--- src/rtl/cache_pkg.sv ---
// Shared types and geometry helpers for the direct-mapped data cache.
package cache_pkg;

    typedef enum logic [1:0] {
        IDLE,
        WRITEBACK,
        ALLOCATE
    } cache_state_t;

    function automatic int unsigned index_bits(input int unsigned sets);
        return $clog2(sets);
    endfunction

    function automatic int unsigned tag_bits(input int unsigned width, input int unsigned sets);
        return width - 2 - $clog2(sets);
    endfunction

endpackage

--- src/rtl/data_cache_if.sv ---
// CPU-side and backing-memory-side signals of the data cache in one bundle.
interface data_cache_if #(
    parameter int unsigned WIDTH = 32
) ();
    logic             cpu_req;
    logic             cpu_we;
    logic [WIDTH-1:0] cpu_addr;
    logic [WIDTH-1:0] cpu_wdata;
    logic [WIDTH-1:0] cpu_rdata;
    logic             stall;
    logic             mem_req;
    logic             mem_we;
    logic [WIDTH-1:0] mem_addr;
    logic [WIDTH-1:0] mem_wdata;
    logic             mem_ready;
    logic [WIDTH-1:0] mem_rdata;

    modport master (
        output cpu_req, cpu_we, cpu_addr, cpu_wdata, mem_ready, mem_rdata,
        input  cpu_rdata, stall, mem_req, mem_we, mem_addr, mem_wdata
    );

    modport slave (
        input  cpu_req, cpu_we, cpu_addr, cpu_wdata, mem_ready, mem_rdata,
        output cpu_rdata, stall, mem_req, mem_we, mem_addr, mem_wdata
    );
endinterface

--- src/rtl/cache_line_array.sv ---
// Line storage: valid/dirty/tag/data per set, combinational read, synchronous write.
module cache_line_array
    import cache_pkg::*;
#(
    parameter int unsigned WIDTH = 32,
    parameter int unsigned SETS  = 64
) (
    input  logic                                 clk,
    input  logic                                 rst,
    input  logic [index_bits(SETS)-1:0]          idx_i,
    input  logic                                 wr_en_i,
    input  logic                                 wr_dirty_i,
    input  logic [tag_bits(WIDTH, SETS)-1:0]     wr_tag_i,
    input  logic [WIDTH-1:0]                     wr_data_i,
    output logic                                 valid_o,
    output logic                                 dirty_o,
    output logic [tag_bits(WIDTH, SETS)-1:0]     tag_o,
    output logic [WIDTH-1:0]                     data_o
);
    localparam int unsigned TAG_W = tag_bits(WIDTH, SETS);

    logic [SETS-1:0]  valid_q;
    logic [SETS-1:0]  dirty_q;
    logic [TAG_W-1:0] tag_q  [SETS];
    logic [WIDTH-1:0] data_q [SETS];

    assign valid_o = valid_q[idx_i];
    assign dirty_o = dirty_q[idx_i];
    assign tag_o   = tag_q[idx_i];
    assign data_o  = data_q[idx_i];

    always_ff @(posedge clk) begin
        if (rst) begin
            valid_q <= '0;
            dirty_q <= '0;
        end else if (wr_en_i) begin
            valid_q[idx_i] <= 1'b1;
            dirty_q[idx_i] <= wr_dirty_i;
        end
    end

    // Tag and data are deliberately left uncleared; valid gates their use.
    always_ff @(posedge clk) begin
        if (!rst && wr_en_i) begin
            tag_q[idx_i]  <= wr_tag_i;
            data_q[idx_i] <= wr_data_i;
        end
    end
endmodule

--- src/rtl/data_cache.sv ---
// Direct-mapped write-back/write-allocate data cache with a stalling miss FSM
// (write back dirty victim, then refill) over a req/ready memory handshake.
module data_cache
    import cache_pkg::*;
#(
    parameter int unsigned WIDTH = 32,
    parameter int unsigned SETS  = 64
) (
    input logic         clk,
    input logic         rst,
    data_cache_if.slave bus
);
    localparam int unsigned IDX_W = index_bits(SETS);
    localparam int unsigned TAG_W = tag_bits(WIDTH, SETS);

    logic [IDX_W-1:0] cpu_idx;
    logic [TAG_W-1:0] cpu_tag;
    logic             line_valid;
    logic             line_dirty;
    logic [TAG_W-1:0] line_tag;
    logic [WIDTH-1:0] line_data;
    logic             hit;
    logic             unused_addr_bits;

    logic             wr_en;
    logic             wr_dirty;
    logic [TAG_W-1:0] wr_tag;
    logic [WIDTH-1:0] wr_data;

    cache_state_t     state_q, state_d;
    logic             mem_req_q, mem_req_d;
    logic             mem_we_q, mem_we_d;
    logic [WIDTH-1:0] mem_addr_q, mem_addr_d;
    logic [WIDTH-1:0] mem_wdata_q, mem_wdata_d;

    assign cpu_idx          = bus.cpu_addr[2 +: IDX_W];
    assign cpu_tag          = bus.cpu_addr[WIDTH-1 -: TAG_W];
    assign unused_addr_bits = ^bus.cpu_addr[1:0];
    assign hit              = line_valid && (line_tag == cpu_tag);

    cache_line_array #(
        .WIDTH (WIDTH),
        .SETS  (SETS)
    ) u_lines (
        .clk        (clk),
        .rst        (rst),
        .idx_i      (cpu_idx),
        .wr_en_i    (wr_en),
        .wr_dirty_i (wr_dirty),
        .wr_tag_i   (wr_tag),
        .wr_data_i  (wr_data),
        .valid_o    (line_valid),
        .dirty_o    (line_dirty),
        .tag_o      (line_tag),
        .data_o     (line_data)
    );

    always_comb begin
        state_d       = state_q;
        bus.stall     = 1'b0;
        bus.cpu_rdata = '0;
        wr_en         = 1'b0;
        wr_dirty      = 1'b0;
        wr_tag        = cpu_tag;
        wr_data       = bus.cpu_wdata;
        unique case (state_q)
            IDLE: begin
                if (bus.cpu_req) begin
                    if (hit) begin
                        if (bus.cpu_we) begin
                            wr_en    = 1'b1;
                            wr_dirty = 1'b1;
                        end else begin
                            bus.cpu_rdata = line_data;
                        end
                    end else begin
                        bus.stall = 1'b1;
                        state_d   = (line_valid && line_dirty) ? WRITEBACK : ALLOCATE;
                    end
                end
            end
            WRITEBACK: begin
                bus.stall = 1'b1;
                if (bus.mem_ready) state_d = ALLOCATE;
            end
            ALLOCATE: begin
                bus.stall = 1'b1;
                if (bus.mem_ready) begin
                    wr_en   = 1'b1;
                    wr_data = bus.mem_rdata;
                    state_d = IDLE;
                end
            end
            default: state_d = IDLE;
        endcase
    end

    // Memory outputs are loaded from the next state so they are valid in the
    // first cycle of WRITEBACK/ALLOCATE and stay stable until mem_ready.
    always_comb begin
        mem_req_d   = (state_d != IDLE);
        mem_we_d    = (state_d == WRITEBACK);
        mem_addr_d  = mem_addr_q;
        mem_wdata_d = mem_wdata_q;
        if (state_d == WRITEBACK) begin
            mem_addr_d  = {line_tag, cpu_idx, 2'b00};
            mem_wdata_d = line_data;
        end else if (state_d == ALLOCATE) begin
            mem_addr_d  = {cpu_tag, cpu_idx, 2'b00};
        end
    end

    always_ff @(posedge clk) begin
        if (rst) begin
            state_q     <= IDLE;
            mem_req_q   <= 1'b0;
            mem_we_q    <= 1'b0;
            mem_addr_q  <= '0;
            mem_wdata_q <= '0;
        end else begin
            state_q     <= state_d;
            mem_req_q   <= mem_req_d;
            mem_we_q    <= mem_we_d;
            mem_addr_q  <= mem_addr_d;
            mem_wdata_q <= mem_wdata_d;
        end
    end

    assign bus.mem_req   = mem_req_q;
    assign bus.mem_we    = mem_we_q;
    assign bus.mem_addr  = mem_addr_q;
    assign bus.mem_wdata = mem_wdata_q;
endmodule

--- src/flat_wrapper.sv ---
// flat-port wrapper written by rule: the top's interface ports become plain ports
module data_cache_flat import cache_pkg::*;
#(
    parameter int unsigned WIDTH = 32,
    parameter int unsigned SETS  = 64
)
  (clk, rst, bus_cpu_req, bus_cpu_we, bus_cpu_addr, bus_cpu_wdata, bus_mem_ready, bus_mem_rdata, bus_cpu_rdata, bus_stall, bus_mem_req, bus_mem_we, bus_mem_addr, bus_mem_wdata);
  data_cache_if #(.WIDTH(WIDTH)) bus_i ();
  input logic clk;
  input logic rst;
  input wire logic [$bits(bus_i.cpu_req)-1:0] bus_cpu_req;
  input wire logic [$bits(bus_i.cpu_we)-1:0] bus_cpu_we;
  input wire logic [$bits(bus_i.cpu_addr)-1:0] bus_cpu_addr;
  input wire logic [$bits(bus_i.cpu_wdata)-1:0] bus_cpu_wdata;
  input wire logic [$bits(bus_i.mem_ready)-1:0] bus_mem_ready;
  input wire logic [$bits(bus_i.mem_rdata)-1:0] bus_mem_rdata;
  output wire logic [$bits(bus_i.cpu_rdata)-1:0] bus_cpu_rdata;
  output wire logic [$bits(bus_i.stall)-1:0] bus_stall;
  output wire logic [$bits(bus_i.mem_req)-1:0] bus_mem_req;
  output wire logic [$bits(bus_i.mem_we)-1:0] bus_mem_we;
  output wire logic [$bits(bus_i.mem_addr)-1:0] bus_mem_addr;
  output wire logic [$bits(bus_i.mem_wdata)-1:0] bus_mem_wdata;
  assign bus_i.cpu_req = bus_cpu_req;
  assign bus_i.cpu_we = bus_cpu_we;
  assign bus_i.cpu_addr = bus_cpu_addr;
  assign bus_i.cpu_wdata = bus_cpu_wdata;
  assign bus_i.mem_ready = bus_mem_ready;
  assign bus_i.mem_rdata = bus_mem_rdata;
  assign bus_cpu_rdata = bus_i.cpu_rdata;
  assign bus_stall = bus_i.stall;
  assign bus_mem_req = bus_i.mem_req;
  assign bus_mem_we = bus_i.mem_we;
  assign bus_mem_addr = bus_i.mem_addr;
  assign bus_mem_wdata = bus_i.mem_wdata;
  data_cache #(.WIDTH(WIDTH), .SETS(SETS)) u_core (.clk(clk), .rst(rst), .bus(bus_i));
endmodule
--- config.mk ---
export PLATFORM = sky130hd
export DESIGN_NAME = data_cache_flat
export DESIGN_NICKNAME = d
export VERILOG_FILES = /design/src/rtl/cache_pkg.sv /design/src/rtl/data_cache_if.sv /design/src/rtl/cache_line_array.sv /design/src/rtl/data_cache.sv /design/src/flat_wrapper.sv
export SDC_FILE = /design/constraint.sdc
export NUM_CORES = 2
export LEC_CHECK = 0
export CELL_PAD_IN_SITES_DETAIL_PLACEMENT = 0
export CELL_PAD_IN_SITES_GLOBAL_PLACEMENT = 1
export CORE_AREA = 2 2 527 791
export DETAILED_ROUTE_END_ITERATION = 16
export DIE_AREA = 0 0 529 793
export PLACE_DENSITY = 0.58
export SLEW_MARGIN = 20
export SYNTH_ARGS = -nofsm -noshare
export SYNTH_HDL_FRONTEND = slang
export SYNTH_SLANG_ARGS = --single-unit
--- constraint.sdc ---
create_clock -name clk -period 17.6 [get_ports clk]
set_input_delay 2.64 -clock clk [delete_from_list [all_inputs] [get_ports clk]]
set_output_delay 2.64 -clock clk [all_outputs]
set_load 0.05 [all_outputs]
After elaboration in Yosys (flattened, before gate mapping)
Memories as Yosys holds them, arrays and structs flattened.
Index checks and enable logic that the tools add are counted.
W data, S select, Z words.
- output and inout bits: 99
- bits in registers: 194
- bits of input ports: 101
- bits in writable memories: 3584
- memories: 2
- memory list (name ; depth ; bits a word ; rd ports ; clocked after Yosys merged registers in ; write ports ; line ; text):
    u_core.u_lines.data_q ; 64 ; 32 ; 1 ; 0 ; 1 ; cache_line_array.sv:25 ; logic [WIDTH-1:0] data_q [SETS];
    u_core.u_lines.tag_q ; 64 ; 24 ; 1 ; 0 ; 1 ; cache_line_array.sv:24 ; logic [TAG_W-1:0] tag_q [SETS];
- bitwise gates (word level): 1
- reduce and logical (&&, ||, !) cells: 9
- mux-type cells: 32
- eq/ne operators: 5
- $lt $le $gt $ge: 2
- operator list (cell ; number):
    $mux W32 ; 8
    $bwmux W64 ; 1
    $or A64 B64 Y64 ; 1
    $eq A24 B24 Y1 ; 1
    $bmux W1 S6 ; 2
    $mux W1 ; 12
    $mux W2 ; 5
    $lt A6 B7 Y1 const B ; 1
    $demux W1 S6 ; 1
    $ge A6 B1 Y1 const B ; 1
    $pmux W2 S3 ; 1
    $eq A2 B1 Y1 const B ; 2
    $eq A2 B2 Y1 const B ; 2
    $logic_and A1 B1 Y1 ; 4
    $pmux W1 S2 ; 2
    $reduce_bool A2 Y1 ; 2
    $logic_not A2 Y1 ; 1
    $reduce_or A2 Y1 ; 1
    $logic_not A1 Y1 ; 1

Longest topological paths before layout
- depth after elaboration: 10
- mapped depth: 25
- gate-level depth less buffers: 17

Modules after synthesis
Synthesis repeated with hierarchy kept, for this count alone.
- cells, all modules: 8420
- area, all modules: 144971.5 um^2
- by module, submodules not included (module ; cells an instance ; area an instance (um^2) ; instances):
    cache_line_array ; 8031 ; 141294.3 ; 1
    data_cache ; 389 ; 3677.3 ; 1

Worst setup path after synthesis
OpenSTA, ideal clock, no wires.
- path type: input -> output
- start point: input bus_cpu_addr[4]
- end point: output bus_cpu_rdata[10]
- arrival: 6.086 ns
- stages on the path: 16
- path buffers: 5
- path slack: 8.874 ns
- cells stage by stage: buf_2 buf_4 buf_2 buf_1 mux2i_1 o22ai_1 a31oi_1 a21oi_1 nor4_1 nand2_1 xnor2_1 nand4_1 nor3_1 nand3b_1 clkbuf_1 nor2_1
- longest elaborated chain between the ends: 6
- elaborated cells on any way between the ends: 10
- those cells by class: 1 x eq/ne; 6 x mux; 1 x reduce/logical; 2 x memory
- ends and longest elaborated chain (element ; line ; text):
    from (decl) ; flat_wrapper.sv:13 ; input wire logic [$bits(bus_i.cpu_addr)-1:0] bus_cpu_addr;
    $mem_v2 Z64 W24 or $bmux W1 S6 (tied branches) ; n/a ;
    $eq A24 B24 Y1 or $mux W1 (tied branches) ; data_cache.sv:39, cache_line_array.sv:27 ;
    $logic_and A1 B1 Y1 ; data_cache.sv:39 ; assign hit = line_valid && (line_tag == cpu_tag);
    $mux W32 (*) ; data_cache.sv:69 ; if (hit) begin
    $mux W32 (*) ; data_cache.sv:68 ; if (bus.cpu_req) begin
    $mux W32 (*) ; data_cache.sv:66 ; unique case (state_q)
    to (decl) ; flat_wrapper.sv:17 ; output wire logic [$bits(bus_i.cpu_rdata)-1:0] bus_cpu_rdata;
Mark *: on every way between the ends. The rest lies on a longest branch, timed or not. The select of a mux whose other input is x is not followed.

Final worst setup path
- start point: input bus_cpu_addr[4]
- end point: output bus_cpu_rdata[15]
The elaborated chain is that of the path after synthesis.

==> metrics.md <==
| Metric | Value |
|---|---|
| Register-to-register path setup slack | `9570 ps` |
| Clock Skews | `77.34 ps` |
| Vias after detailed routing | `86430` |
| Worst setup path startpoint | `bus_cpu_addr[4]` |
| Count of unique library cells instantiated by Yosys | `84` |
| # resized after CTS | `0` |
| Average detailed-routed wire length per instance | `38.72 µm` |
| Startpoint of the most critical register-to-register path | `u_core.u_lines.tag_q[29][20]$_DFFE_PP_` |
| Post-DP HPWL | `295100 µm` |
| Highest attainable clock frequency | `80.28 MHz` |
| Data required time at the worst endpoint | `14960 ps` |
| Ys Warns | `0` |
| Initial cell density of the core | `34.91%` |
| Most used cell along the critical path | `buf_4` |
| Terminating pin of the worst hold path | `u_core.u_lines.valid_q[52]$_SDFFE_PP0P_` |
| Post-Synthesis Cell Area | `143900 µm²` |
| Post-synthesis average cell area | `17.72 µm²` |
| Number of buffer cells added on primary ports | `195` |
| Critical path's largest stage delay | `840 ps` |
| Clock tree root driver cell | `clkbuf_16` |
| # nets final | `8569` |
| Start-to-end type of the worst setup path | `in -> out` |
| Pwr Density | `114.4 nW/µm²` |
| EDFF count, synth | `3584` |
| Proportion of synthesized chip area in sequential cells | `77.48%` |
| Final setup vio count | `0` |
| Maximum VDD drop | `0.09048 mV` |
| Chip height | `793 µm` |
| Fraction of synthesis flops using an asynchronous set or reset pin | `0%` |
| Commonest non-fill, non-tap cells in the layout | `3584 x edfxtp_1, 690 x a22oi_1, 489 x mux2i_1, 377 x clkbuf_16, 341 x buf_4` |
| Final WL | `547900 µm` |
| Cell Chain, Critical Path | `buf_8 -> buf_4 -> buf_4 -> mux4_2 -> and3_1 -> a221o_1 -> a311oi_1 -> o311ai_1 -> xor2_1 -> nor2_2 -> nand4_1 -> nor3_1 -> nand3b_1 -> buf_4 -> nor2_1 -> clkdlybuf4s50_1` |
| Area of the core | `412200 µm²` |
| Outcome | `complete, no violations` |
| Arrival time at the worst endpoint | `9820 ps` |
| Min Tclk post-route | `12460 ps` |
| Wire length of the first global-routing pass | `729300 µm` |
| Area enclosed by the die boundary | `419500 µm²` |
| Endpoint of the worst-slack reg-to-reg timing path | `u_core.u_lines.tag_q[50][13]$_DFFE_PP_` |
| Iter 0 DRT Violations | `12210` |
| Clock network latency to the later pin of the worst-skew pair | `970 ps` |
| Top FF cell, synth | `edfxtp_1` |
| Number of global-route vias before repair | `83590` |
| Hold Vio Cnt, Final | `0` |
| Critical Path End Type | `output pin` |
| Final worst setup slack | `5144 ps` |
| Overall track demand over capacity in global routing | `25.38%` |
| Placement-stage worst setup slack | `5269 ps` |
| Slew at the pin with the worst max-slew slack | `1228 ps` |
| Area growth from synthesis to layout | `14.97%` |
| Number of buffers added by the clock tree synthesis step | `372` |
| Hold path startpoint | `u_core.u_lines.valid_q[52]$_SDFFE_PP0P_` |
| Share of the clock period used by the worst path after layout | `70.77%` |
| First-pass iteration count of the detailed router | `8` |
| Aggregate global routing overflow | `0` |
| Clock tree from TritonCTS | `done` |
| Die Wd | `529 µm` |
| Number of top-level design ports | `200` |
| Standby leakage power | `0.05139 µW` |
| Count of standard-cell rows | `289` |
| Max Cap Viol | `0` |
| Max Fanout on Critical Path | `65` |
| H-tree depth reported by CTS | `5` |
| Clock-pin slew on the worst setup and hold paths | `60 ps` |
| Most frequent standard cell in the layout excluding fill and tap cells | `edfxtp_1` |
| Number of cells traversed by the worst register-to-register path | `16` |
| Number of pins exceeding their max-slew limit in the final report | `0` |
| Number of sinks driven by the clock tree | `3778` |
| Initial antenna violation count | `22` |
| Rel. slew slack | `18.15%` |
| Maximum number of pins on one net before global-route repair | `103` |
| Share of post-route cells with drive strength above 1 | `16.35%` |
| Post-synthesis instance total | `8124` |
| Worst hold path depth | `2` |
| Post-route DRC | `0` |
| Class of the worst hold path | `reg -> reg` |
| Post-detailed-route via-to-cell ratio | `6.108` |
| Worst-path cell with the longest stage delay | `buf_4` |
| Number of buffers inserted by post-CTS setup repair | `0` |
| Hold bufs inserted after CTS | `0` |
| Setup repair after global routing missed its margin | `no` |
| Setup TNS | `0 ps` |
| Flops & latches, synth | `3778` |
| Worst setup SP type | `input port` |
| Number of buffers on the longest clock path | `4` |
| GP Congestion | `0.8192` |
| Post-DRT Antenna Nets | `0` |
report_power, final:
group	internal (µW)	switching (µW)
Clock	4450	3490
Combinational	277	802
Sequential	9910	5.50
critical path: cells and delay by family:
family	cells	cell delay [ps]
compound gates	3	1150
xor+xnor	1	250
buf+inv	5	3230
mux	1	410
simple gates	6	1860
flip-flops by register name (all words and copies together) (netlist names):
signal,cells
u_core.u_lines.dirty_q,64
u_core.u_lines.tag_q,1536
u_core.state_q,2
u_core.u_lines.valid_q,64
u_core.bus.mem_we,1
u_core.bus.mem_addr,30
u_core.bus.mem_wdata,32
u_core.bus.mem_req,1
u_core.u_lines.data_q,2048
per-layer routing:
layer,up-vias,global-route usage (%),wire length [µm]
met5,-,0,12
met4,2,10.40,25660
met3,1043,3.680,43180
met2,4931,43.76,273200
met1,46340,31.91,205800
li1,34120,-,-
per-stage QoR:
stage                     hold WS, ps  instances  total power [µW]  utilization [%]  instance area [µm²]
after floorplan                 422.0       8125             10650                -               143900
after detailed placement        437.6      13470             11180            37.26               153600
after CTS                       446.1      14140             19010            40.11               165400
final                           446.3      14150             18920            40.14               165500
after global routing            460.4      14140             19380            40.13               165400
after global placement          433.7      13470             11160            37.23               153500
kinds of logic (layout without fill, tap and decap cells):
logic type / after synthesis / after routing / synth area share, %
AOI/OAI and AO/OA: 1970 / 1970 / 10.08
xor gates and xnor gates: 24 / 24 / 0.1461
adders and majority gates: 7 / 7 / 0.06085
buffers and inverters: 667 / 1300 / 2.095
DFF: 3778 / 3778 / 77.48
muxes: 767 / 767 / 7.031
other: 1 / 10 / 0.002606
and+or+nand+nor: 910 / 910 / 3.106
cell type report:
class | count | area, µm²
flip-flops and latches | 3778 | 111500
fillers | 37050 | 246800
diodes | 8 | 20.02
inverters | 76 | 291.5
clock inverters | 202 | 1924
multi-input cells | 3680 | 30270
well taps | 5383 | 6735
clock buffers | 469 | 9859
repair buffers | 553 | 4848
Yosys cell counts (90+ instances only):
cell type | number | area [µm²]
mux2_2 | 92 | 1036
mux2i_1 | 489 | 4895
dfxtp_1 | 194 | 3884
clkbuf_1 | 321 | 1205
a31oi_1 | 108 | 675.7
a21oi_1 | 234 | 1171
buf_2 | 121 | 605.6
nand2_1 | 214 | 803.3
a221oi_1 | 275 | 2409
nand3_1 | 101 | 505.5
a22o_1 | 133 | 1165
a22oi_1 | 690 | 5180
o21ai_0 | 90 | 450.4
edfxtp_1 | 3584 | 107600
mux4_2 | 186 | 4189
nor2_1 | 309 | 1160
how the worst max path moves through the flow:
stage / end
final: bus_cpu_rdata[15]
after global placement: bus_cpu_rdata[15]
after global routing: bus_cpu_rdata[15]
after detailed placement: bus_cpu_rdata[15]
after CTS: bus_cpu_rdata[15]
after floorplan: bus_cpu_rdata[10]
No activity file was read; power rests on OpenSTA's default activity.
